**src/rtl/bch_pkg.sv**
```systemverilog
// Shared BCH(31,16) constants and encoder FSM state type, also used by the decoder-side blocks.
// Latency: n/a (declarations only).
// Backpressure: n/a.
package bch_pkg;

    localparam int BCH_N = 31;
    localparam int BCH_K = 16;
    localparam int BCH_M = 5;

    // g(x) = x^15+x^11+x^10+x^9+x^8+x^7+x^5+x^3+x^2+x+1, bit i = coeff of x^i
    localparam logic [15:0] BCH_G_POLY = 16'h8FAF;

    typedef enum logic [1:0] {
        IDLE  = 2'd0,
        SHIFT = 2'd1,
        OUT   = 2'd2
    } bch_state_e;

endpackage

```
**src/rtl/bch_lfsr_div.sv**
```systemverilog
// Serial GF(2) polynomial divider: remainder of (bit stream * x^W) mod g(x), MSB first.
// Latency: one input bit absorbed per enabled cycle; remainder is registered.
// Backpressure: none; the caller gates progress with en_i.
module bch_lfsr_div #(
    parameter int           W    = 15,
    parameter logic [W-1:0] POLY = 15'h0FAF   // g(x) without its leading x^W term
) (
    input  logic         clk,
    input  logic         reset_n,
    input  logic         clr_i,
    input  logic         en_i,
    input  logic         bit_i,
    output logic [W-1:0] rem_o
);

    logic [W-1:0] rem_q;
    logic [W-1:0] rem_d;
    logic         fb;

    // Next remainder: shift in a zero and fold g(x) back in when the feedback bit is set.
    always_comb begin
        fb    = bit_i ^ rem_q[W-1];
        rem_d = {rem_q[W-2:0], 1'b0} ^ (fb ? POLY : '0);
    end

    // Remainder register; clear wins over enable so a new message always starts from zero.
    always_ff @(posedge clk or negedge reset_n) begin
        if (!reset_n) begin
            rem_q <= '0;
        end else if (clr_i) begin
            rem_q <= '0;
        end else if (en_i) begin
            rem_q <= rem_d;
        end
    end

    assign rem_o = rem_q;

endmodule

```
**src/rtl/bch_encoder.sv**
```systemverilog
// Systematic BCH(31,16) encoder: codeword = {msg, msg*x^15 mod g(x)}; optional BCH_ENC_ERR_INJECT_EN XORs a latched err_mask.
// Latency: 17 cycles from the accept cycle to cw_valid; one codeword per K+2 cycles at best.
// Backpressure: msg_ready low outside IDLE; cw_valid/codeword hold until cw_ready.
module bch_encoder
    import bch_pkg::*;
#(
    parameter int             N      = BCH_N,
    parameter int             K      = BCH_K,
    parameter logic [N-K:0]   G_POLY = BCH_G_POLY
) (
    input  logic         clk,
    input  logic         reset_n,
    input  logic         msg_valid,
    output logic         msg_ready,
    input  logic [K-1:0] msg,
    output logic         cw_valid,
    input  logic         cw_ready,
    output logic [N-1:0] codeword,
`ifdef BCH_ENC_ERR_INJECT_EN
    input  logic [N-1:0] err_mask,
`endif
    output logic         busy
);

    localparam int R  = N - K;
    localparam int CW = $clog2(K);

    bch_state_e     state_q, state_d;
    logic [CW-1:0]  cnt_q, cnt_d;
    logic [K-1:0]   shreg_q, shreg_d;   // working copy, consumed MSB first
    logic [K-1:0]   msg_q, msg_d;       // untouched copy for the systematic part
    logic           lfsr_clr;
    logic           lfsr_en;
    logic [R-1:0]   parity;
`ifdef BCH_ENC_ERR_INJECT_EN
    logic [N-1:0]   err_q, err_d;
`endif

    bch_lfsr_div #(
        .W    (R),
        .POLY (G_POLY[R-1:0])
    ) u_div (
        .clk     (clk),
        .reset_n (reset_n),
        .clr_i   (lfsr_clr),
        .en_i    (lfsr_en),
        .bit_i   (shreg_q[K-1]),
        .rem_o   (parity)
    );

    // Next-state and datapath control for accept / shift / present.
    always_comb begin
        state_d  = state_q;
        cnt_d    = cnt_q;
        shreg_d  = shreg_q;
        msg_d    = msg_q;
        lfsr_clr = 1'b0;
        lfsr_en  = 1'b0;
`ifdef BCH_ENC_ERR_INJECT_EN
        err_d    = err_q;
`endif
        case (state_q)
            IDLE: begin
                if (msg_valid) begin
                    shreg_d  = msg;
                    msg_d    = msg;
                    cnt_d    = '0;
                    lfsr_clr = 1'b1;
`ifdef BCH_ENC_ERR_INJECT_EN
                    err_d    = err_mask;
`endif
                    state_d  = SHIFT;
                end
            end
            SHIFT: begin
                lfsr_en = 1'b1;
                shreg_d = {shreg_q[K-2:0], 1'b0};
                if (cnt_q == CW'(K - 1)) begin
                    // Last bit: park the counter instead of letting it roll over.
                    cnt_d   = '0;
                    state_d = OUT;
                end else begin
                    cnt_d = cnt_q + 1'b1;
                end
            end
            OUT: begin
                if (cw_ready) begin
                    state_d = IDLE;
                end
            end
            default: begin
                state_d = IDLE;
            end
        endcase
    end

    // State and datapath registers; reset discards any in-flight message.
    always_ff @(posedge clk or negedge reset_n) begin
        if (!reset_n) begin
            state_q <= IDLE;
            cnt_q   <= '0;
            shreg_q <= '0;
            msg_q   <= '0;
`ifdef BCH_ENC_ERR_INJECT_EN
            err_q   <= '0;
`endif
        end else begin
            state_q <= state_d;
            cnt_q   <= cnt_d;
            shreg_q <= shreg_d;
            msg_q   <= msg_d;
`ifdef BCH_ENC_ERR_INJECT_EN
            err_q   <= err_d;
`endif
        end
    end

    // Outputs are pure decodes of registers, so no input reaches an output combinationally.
    assign msg_ready = (state_q == IDLE);
    assign cw_valid  = (state_q == OUT);
    assign busy      = (state_q != IDLE);
`ifdef BCH_ENC_ERR_INJECT_EN
    assign codeword  = {msg_q, parity} ^ err_q;
`else
    assign codeword  = {msg_q, parity};
`endif

endmodule

```
**config.mk**
```make
export PLATFORM = sky130hd
export DESIGN_NAME = bch_encoder
export DESIGN_NICKNAME = d
export VERILOG_FILES = /design/src/rtl/bch_pkg.sv /design/src/rtl/bch_lfsr_div.sv /design/src/rtl/bch_encoder.sv
export SDC_FILE = /design/constraint.sdc
export NUM_CORES = 1
export LEC_CHECK = 0
export CAP_MARGIN = 25
export CORE_UTILIZATION = 40
export DETAILED_ROUTE_END_ITERATION = 12
export GPL_TIMING_DRIVEN = 1
export PLACE_DENSITY = 0.67
export SETUP_SLACK_MARGIN = 0.4
export SYNTH_ARGS = -nofsm -noshare
export SYNTH_HDL_FRONTEND = slang
export SYNTH_SLANG_ARGS = --single-unit
```
**constraint.sdc**
```tcl
create_clock -name clk -period 2.4 [get_ports clk]
set_input_delay 0.48 -clock clk [delete_from_list [all_inputs] [get_ports clk]]
set_output_delay 0.48 -clock clk [all_outputs]
set_load 0.01 [all_outputs]
```
==> metrics.txt, run 1 <==
outcome finished, final reports clean; Layout area overhead 30.1%; vias in the first global route between 1500 and 2000; Sw Ratio about a third; Hold Path Class in -> async; Fin. Hold Viols 0; min Tclk post-route around 1.9 ns; Max stage delay on crit path between 0.5 and 0.6 ns; Int Power ~0.0026 W; CP required ~1.9 ns; ant diodes 0; routability cong. approximately 0.79; grt total ovfl 0; Sequential Power Share between 30 and 40%; wire per inst around 14 um; Synth area leaders dfrtp_1, mux2_4, o21ai_0; synth warn 0; Main synth FF type dfrtp_1; Core Util, Final approximately 54%; PwrDens roughly 1300 nW/um^2; CTS clk-pin slew, worst paths about 0.09 ns; placed cell count about 330; antenna-violating nets left 0; core box area about 5600 sq um; CTS Buf Count 5; share of the synthesized area in the top cell type approximately 57%; setup slack after layout 0.540 ns; antenna violations before repair 0; placed wire-length estimate about 3300 um; area leader, netlist dfrtp_1; CTS H-tree depth 2; Slowest-stage cell, CP clkdlybuf4s50_1; hold_ws 0.173 ns; pre-CTS setup slack around 0.3 ns; FP Rows 27; CTS tree built; Max VDD drop approximately 0.0006 V; clk_lat worst skew approximately 0.30 ns; Post-layout nets 282; Clock Power Share 11.8%; crit path kind reg -> out; register bit total from synthesis between 50 and 60; Post-synth EDFFs 0; leakage between 1 and 1.5 nW; total number of vias around 1700; post-synth cell types 28; syn nets about 230; critical path arrival roughly 1.4 ns; final setup fails 0; I/O pins between 50 and 60; Max Cap Viol 0; drt drc 0; top-count cell post-synth dfrtp_1; Via density a little over 5; area of the mapped netlist approximately 2300 sq um; Mapped Cells about 200; Worst Path Buf+Inv 1; Commonest cells post-synth dfrtp_1, nand2_1, o21ai_0; Setup crit start kind flip-flop; final max-slew violation count 0; first-pass GRT wire length between 8000 and 9000 um; syn avg cell area approximately 11 sq um; clock root buffer clkbuf_8; clk buf depth 2; die height a little under 80 um; sequential-to-total area share from yosys stat 56.8%; switching pwr roughly 0.0014 W; Clock Sinks 53; DRT Pass-1 Iters 4; Worst Tran Pin Value 0.598 ns; share of layout cells above drive strength 1 approximately an eighth; Total GRT Usage 17.7%; fin cells 334; setup repair after global routing missed its margin false; FFs w/ async S/R, synth 100%; Total Neg Setup Slack 0 ns; Logic pwr share around half; die area 6150 sq um; FMAX 537 MHz; largest net degree at the start of global routing 33; relative max-transition margin roughly three fifths; Initial Utilization between 40% and 50%; PortBufs 53; CP Cell Sequence clkdlybuf4s50_1; Worst Skew 0.00547 ns; ratio of final minimum period to clock period between 70% and 80%; Total Routed Length roughly 4800 um; Starting DRT DRC Count roughly 130; Die Width approximately 78 um; cell family with most CP delay buffers and inverters; Worst setup EP type primary output; CP max FO 3
final timing paths:
kind / startpoint / end / slack (ns) / cells after the start
worst max-delay path: u_div.rem_o[14] / codeword[14] / 0.54 / 1
worst max register to register: state_q[1] / u_div.rem_o[5] / 0.70 / 6
worst min register to register: shreg_q[4] / shreg_q[4] / 0.49 / 2
min in group clk: shreg_q[4] / shreg_q[4] / 0.49 / 2
worst min-delay path: reset_n / msg_q[2] / 0.17 / 1
max in group asynchronous: reset_n / u_div.rem_o[8] / 1.67 / 2
metrics by stage:
stage               area, sq um  power [W]
finish                     3040    0.00407
global route               3040    0.00439
CTS                        3040    0.00412
detailed placement         2950    0.00363
global placement           2950    0.00357
floorplan                  2330    0.00277
placed cells by master (no fill, tap or decap):
| master | synthesis | routed |
|---|---|---|
| nor3b_1 | 1 | 1 |
| dfrtp_2 | 0 | 1 |
| buf_12 | 0 | 1 |
| xnor2_1 | 9 | 9 |
| mux2_2 | 2 | 2 |
| and3_1 | 1 | 1 |
| buf_2 | 6 | 1 |
| o31ai_1 | 1 | 1 |
| clkdlybuf4s50_1 | 0 | 49 |
| nand3_1 | 18 | 18 |
| nand2_1 | 33 | 33 |
| nor2b_1 | 3 | 3 |
| or3_1 | 1 | 1 |
| o211ai_1 | 1 | 1 |
| a22oi_1 | 15 | 15 |
| dlygate4sd2_1 | 0 | 3 |
| o21ai_1 | 1 | 1 |
| mux2_4 | 14 | 14 |
| or2_2 | 1 | 1 |
| clkbuf_1 | 5 | 3 |
| clkbuf_8 | 0 | 5 |
| xor2_4 | 1 | 1 |
| or3b_1 | 1 | 1 |
| o21ai_0 | 26 | 26 |
| ha_1 | 1 | 1 |
| inv_1 | 2 | 2 |
| o21bai_1 | 1 | 1 |
| a21oi_1 | 2 | 2 |
| buf_4 | 0 | 9 |
| nand2b_1 | 2 | 2 |
| dfrtp_1 | 53 | 52 |
| a32o_1 | 1 | 1 |
power groups by stage:
stage	clock [W]	sequential, W	combinational (W)
floorplan	0	0.00172	0.00106
global placement	0	0.00163	0.00194
detailed placement	0	0.00164	0.00199
CTS	0.000509	0.00162	0.00199
global route	0.000533	0.00168	0.00218
finish	0.000480	0.00162	0.00197
state kept, by name (all words and copies together) (netlist names):
register,flops
state_q,2
cnt_q,4
msg_q,16
shreg_q,16
u_div.rem_o,15
cell type report:
class | count | area, sq um
Tap cell | 72 | 90.1
Timing Repair Buffer | 63 | 609
Fill cell | 500 | 2540
Inverter | 2 | 7.51
Multi-Input combinational cell | 136 | 922
Sequential cell | 53 | 1330
Clock buffer | 8 | 80.1
layer usage:
metal / track usage [%] / vias up / part of all wire, %
met4: 10.6 / 0 / 2.9
met1: 23.2 / 813 / 47
met3: 4.30 / 9 / 4.1
li1: - / 821 / -
met2: 26.5 / 44 / 46
met5: 0 / - / 0
cell families after synthesis:
family                     after synthesis  synth area share [%]
AOI/OAI and AO/OA                       48                  12.4
xor gates and xnor gates                10                  4.56
adders and majority gates                1                 0.536
buffers and inverters                   17                  3.70
DFF                                     53                  56.8
muxes                                   16                  9.97
and+or+nand+nor                         61                  12.0
repair_timing:
action / 4_1_cts / 5_1_grt
resized for setup: 4 / 0
endpoints found under the setup margin: 3 / 0
hold buffers: 0 / 0
setup buffers: 1 / 0
Power figures use the tool's default switching activity.
==> run 2: changes to the inputs <==
--- a/config.mk
+++ b/config.mk
@@ -9,7 +9,7 @@
 export CORE_UTILIZATION = 40
 export DETAILED_ROUTE_END_ITERATION = 12
 export GPL_TIMING_DRIVEN = 1
-export PLACE_DENSITY = 0.67
+export PLACE_DENSITY = 0.7
 export SETUP_SLACK_MARGIN = 0.4
 export SYNTH_ARGS = -nofsm -noshare
 export SYNTH_HDL_FRONTEND = slang
==> constraint.sdc (replaced) <==
create_clock -name clk -period 1.7 [get_ports clk]
set_input_delay 0.34 -clock clk [delete_from_list [all_inputs] [get_ports clk]]
set_output_delay 0.34 -clock clk [all_outputs]
set_load 0.01 [all_outputs]
==> run 2 against run 1 <==
Via count rose by 18%. Register-to-register slack worse by 0.56 ns. Final cell count grew 15%. First-iteration DRC count is 6.0% higher. Critical path depth up 5. Clock skew up 0.012 ns. Sequential share of layout area down 6.8 points. Sequential power increased by 40%. Non-clock buffer count grew 50. Clock power grew 53%.
==> metrics.txt, run 2 (synthesis gave the netlist of run 1 again) <==
outcome finished, final reports clean (unchanged); Total Routed Length 6260 um (was 4830 um); CTS clk-pin slew, worst paths 0.11 ns (was 0.09 ns); die area 6150 sq um (unchanged); largest net degree at the start of global routing 54 (was 33); Hold Path Class in -> async (unchanged); CP required 1.88 ns (was 1.92 ns); PwrDens 1870 nW/um^2 (was 1340 nW/um^2); antenna-violating nets left 0 (unchanged); CTS tree built (unchanged); FP Rows 27 (unchanged); Starting DRT DRC Count 142 (was 134); Worst R2R Start state_q[0] (was state_q[1]); Worst setup EP type flip-flop (was primary output); routability cong. 0.764 (was 0.788); Via density 5.17 (was 5.05); share of layout cells above drive strength 1 43.3% (was 13.4%); Routed met2 length 3230 um (was 2240 um); commonest non-fill, non-tap cell in the layout dfrtp_1 (unchanged); clk_lat worst skew 0.31 ns (was 0.30 ns); metal3 WL 254 um (was 200 um); most frequent cells in the layout dfrtp_1, buf_4, nand2_1 (was dfrtp_1, clkdlybuf4s50_1, nand2_1); Worst Tran Pin Value 0.437 ns (was 0.598 ns); vias in the first global route 1799 (was 1726); grt total ovfl 0 (unchanged); DRT Pass-1 Iters 4 (unchanged); Die Width 78.4 um (unchanged); Metal-1 WL 2710 um (was 2250 um); final max-slew violation count 0 (unchanged); wire per inst 16.3 um (was 14.5 um); Max VDD drop 0.000817 V (was 0.000593 V); Fin. Hold Viols 0 (unchanged); crit path kind reg -> reg (was reg -> out); worst reg2reg setup slack 0.14 ns (was 0.70 ns); Setup crit start kind flip-flop (unchanged); Post-layout nets 332 (was 282); Total GRT Usage 18.5% (was 17.7%); Worst Skew 0.0179 ns (was 0.00547 ns); total power 0.00672 W (was 0.00407 W); Layout area overhead 53.9% (was 30.1%); Clock Sinks 53 (unchanged); CTS H-tree depth 2 (unchanged); total number of vias 1986 (was 1687); I/O pins 54 (unchanged); core box area 5570 sq um (unchanged); DR top layer met4 (unchanged); ant diodes 0 (unchanged); ratio of final minimum period to clock period between 90% and 100%; PortBufs 53 (unchanged); DP Area 3010 sq um (was 2950 sq um); Max Cap Viol 0 (unchanged); crit path from state_q[0] (was u_div.rem_o[14]); die height 78.4 um (unchanged); final setup fails 0 (unchanged); clock root buffer clkbuf_8 (unchanged); clk buf depth 2 (unchanged); placed wire-length estimate 3360 um (was 3270 um); first-pass GRT wire length 8770 um (was 8300 um); antenna violations before repair 0 (unchanged); FMAX roughly 640 MHz; setup repair after global routing missed its margin true (was false); relative max-transition margin 70.8% (was 60.1%); Initial Utilization 41.9% (unchanged); leakage 1.70 nW (was 1.32 nW); min Tclk post-route roughly 1.6 ns; critical path arrival 1.74 ns (was 1.38 ns); CP max FO 10 (was 3); Post-Layout Inst Area 3590 sq um (was 3040 sq um); drt drc 0 (unchanged); CTS Buf Count 5 (unchanged)
## run 2: changes by cell type in the layout (fill, tap and decap cells not counted), moves of 9 or more
cell	previous run	this run
buf_6	0	14
clkbuf_2	0	19
nand2_1	33	23
o21ai_0	26	14
clkdlybuf4s50_1	49	18
clkdlybuf4s15_1	0	9
buf_4	9	40
## run 2: repair_timing
action	CTS	global route
cloned	2	4
setup buffers	28	11
pin swaps	1	7
gates resized for setup	99	70
setup endpoints to repair	71	77
hold buffers	0	0
## run 2: final timing paths
check,endpoint,cells past startpoint
worst max register to register,u_div.rem_o[5],6
max in group asynchronous,u_div.rem_o[14],2
worst min-delay path,msg_q[2],2
worst max-delay path,u_div.rem_o[5],6
min in group clk,shreg_q[14],2
worst min register to register,shreg_q[14],2
## run 2: metal layers
layer,global-route usage (%),vias to the layer above
li1,-,927
met5,0,-
met3,4.07,6
met1,24.6,994
met2,30.4,59
met4,5.19,0
## run 2: cell type report
class                           instances  area (sq um)
Timing Repair Buffer                  113          1040
Inverter                                2          7.51
Clock buffer                            5          68.8
Sequential cell                        53          1330
Clock inverter                          3          25.0
Multi-Input combinational cell        136          1030
Tap cell                               72          90.1
Fill cell                             410          1980
## run 2: per-stage QoR
| stage | util (%) | TNS [ns] | setup WS, ns | hold WS (ns) | std cells |
|---|---|---|---|---|---|
| finish | 64.4 | 0 | 0.142 | 0.00345 | 384 |
| global route | 64.4 | 0 | 0.0864 | 0.0206 | 384 |
| CTS | 60.8 | 0 | 0.176 | 0.00707 | 369 |
| detailed placement | 54.0 | -3.52 | -0.142 | 0.355 | 331 |
| global placement | 54.0 | -3.23 | -0.127 | 0.356 | 331 |
| floorplan | - | 0 | 0.247 | 0.0444 | 206 |
## run 2: critical path: stages (launching register included)
cell	delay, ns
dfrtp_1	0.41
buf_6	0.14
or3b_4	0.41
buf_12	0.17
buf_12	0.13
nand3_1	0.08
o21ai_0	0.09
## run 2: where the power goes
group	leakage, nW	internal, W	switching, W
combinational	0.998	0.00209	0.00164
sequential	0.655	0.00186	0.000397
clock	0.0447	0.000298	0.000438
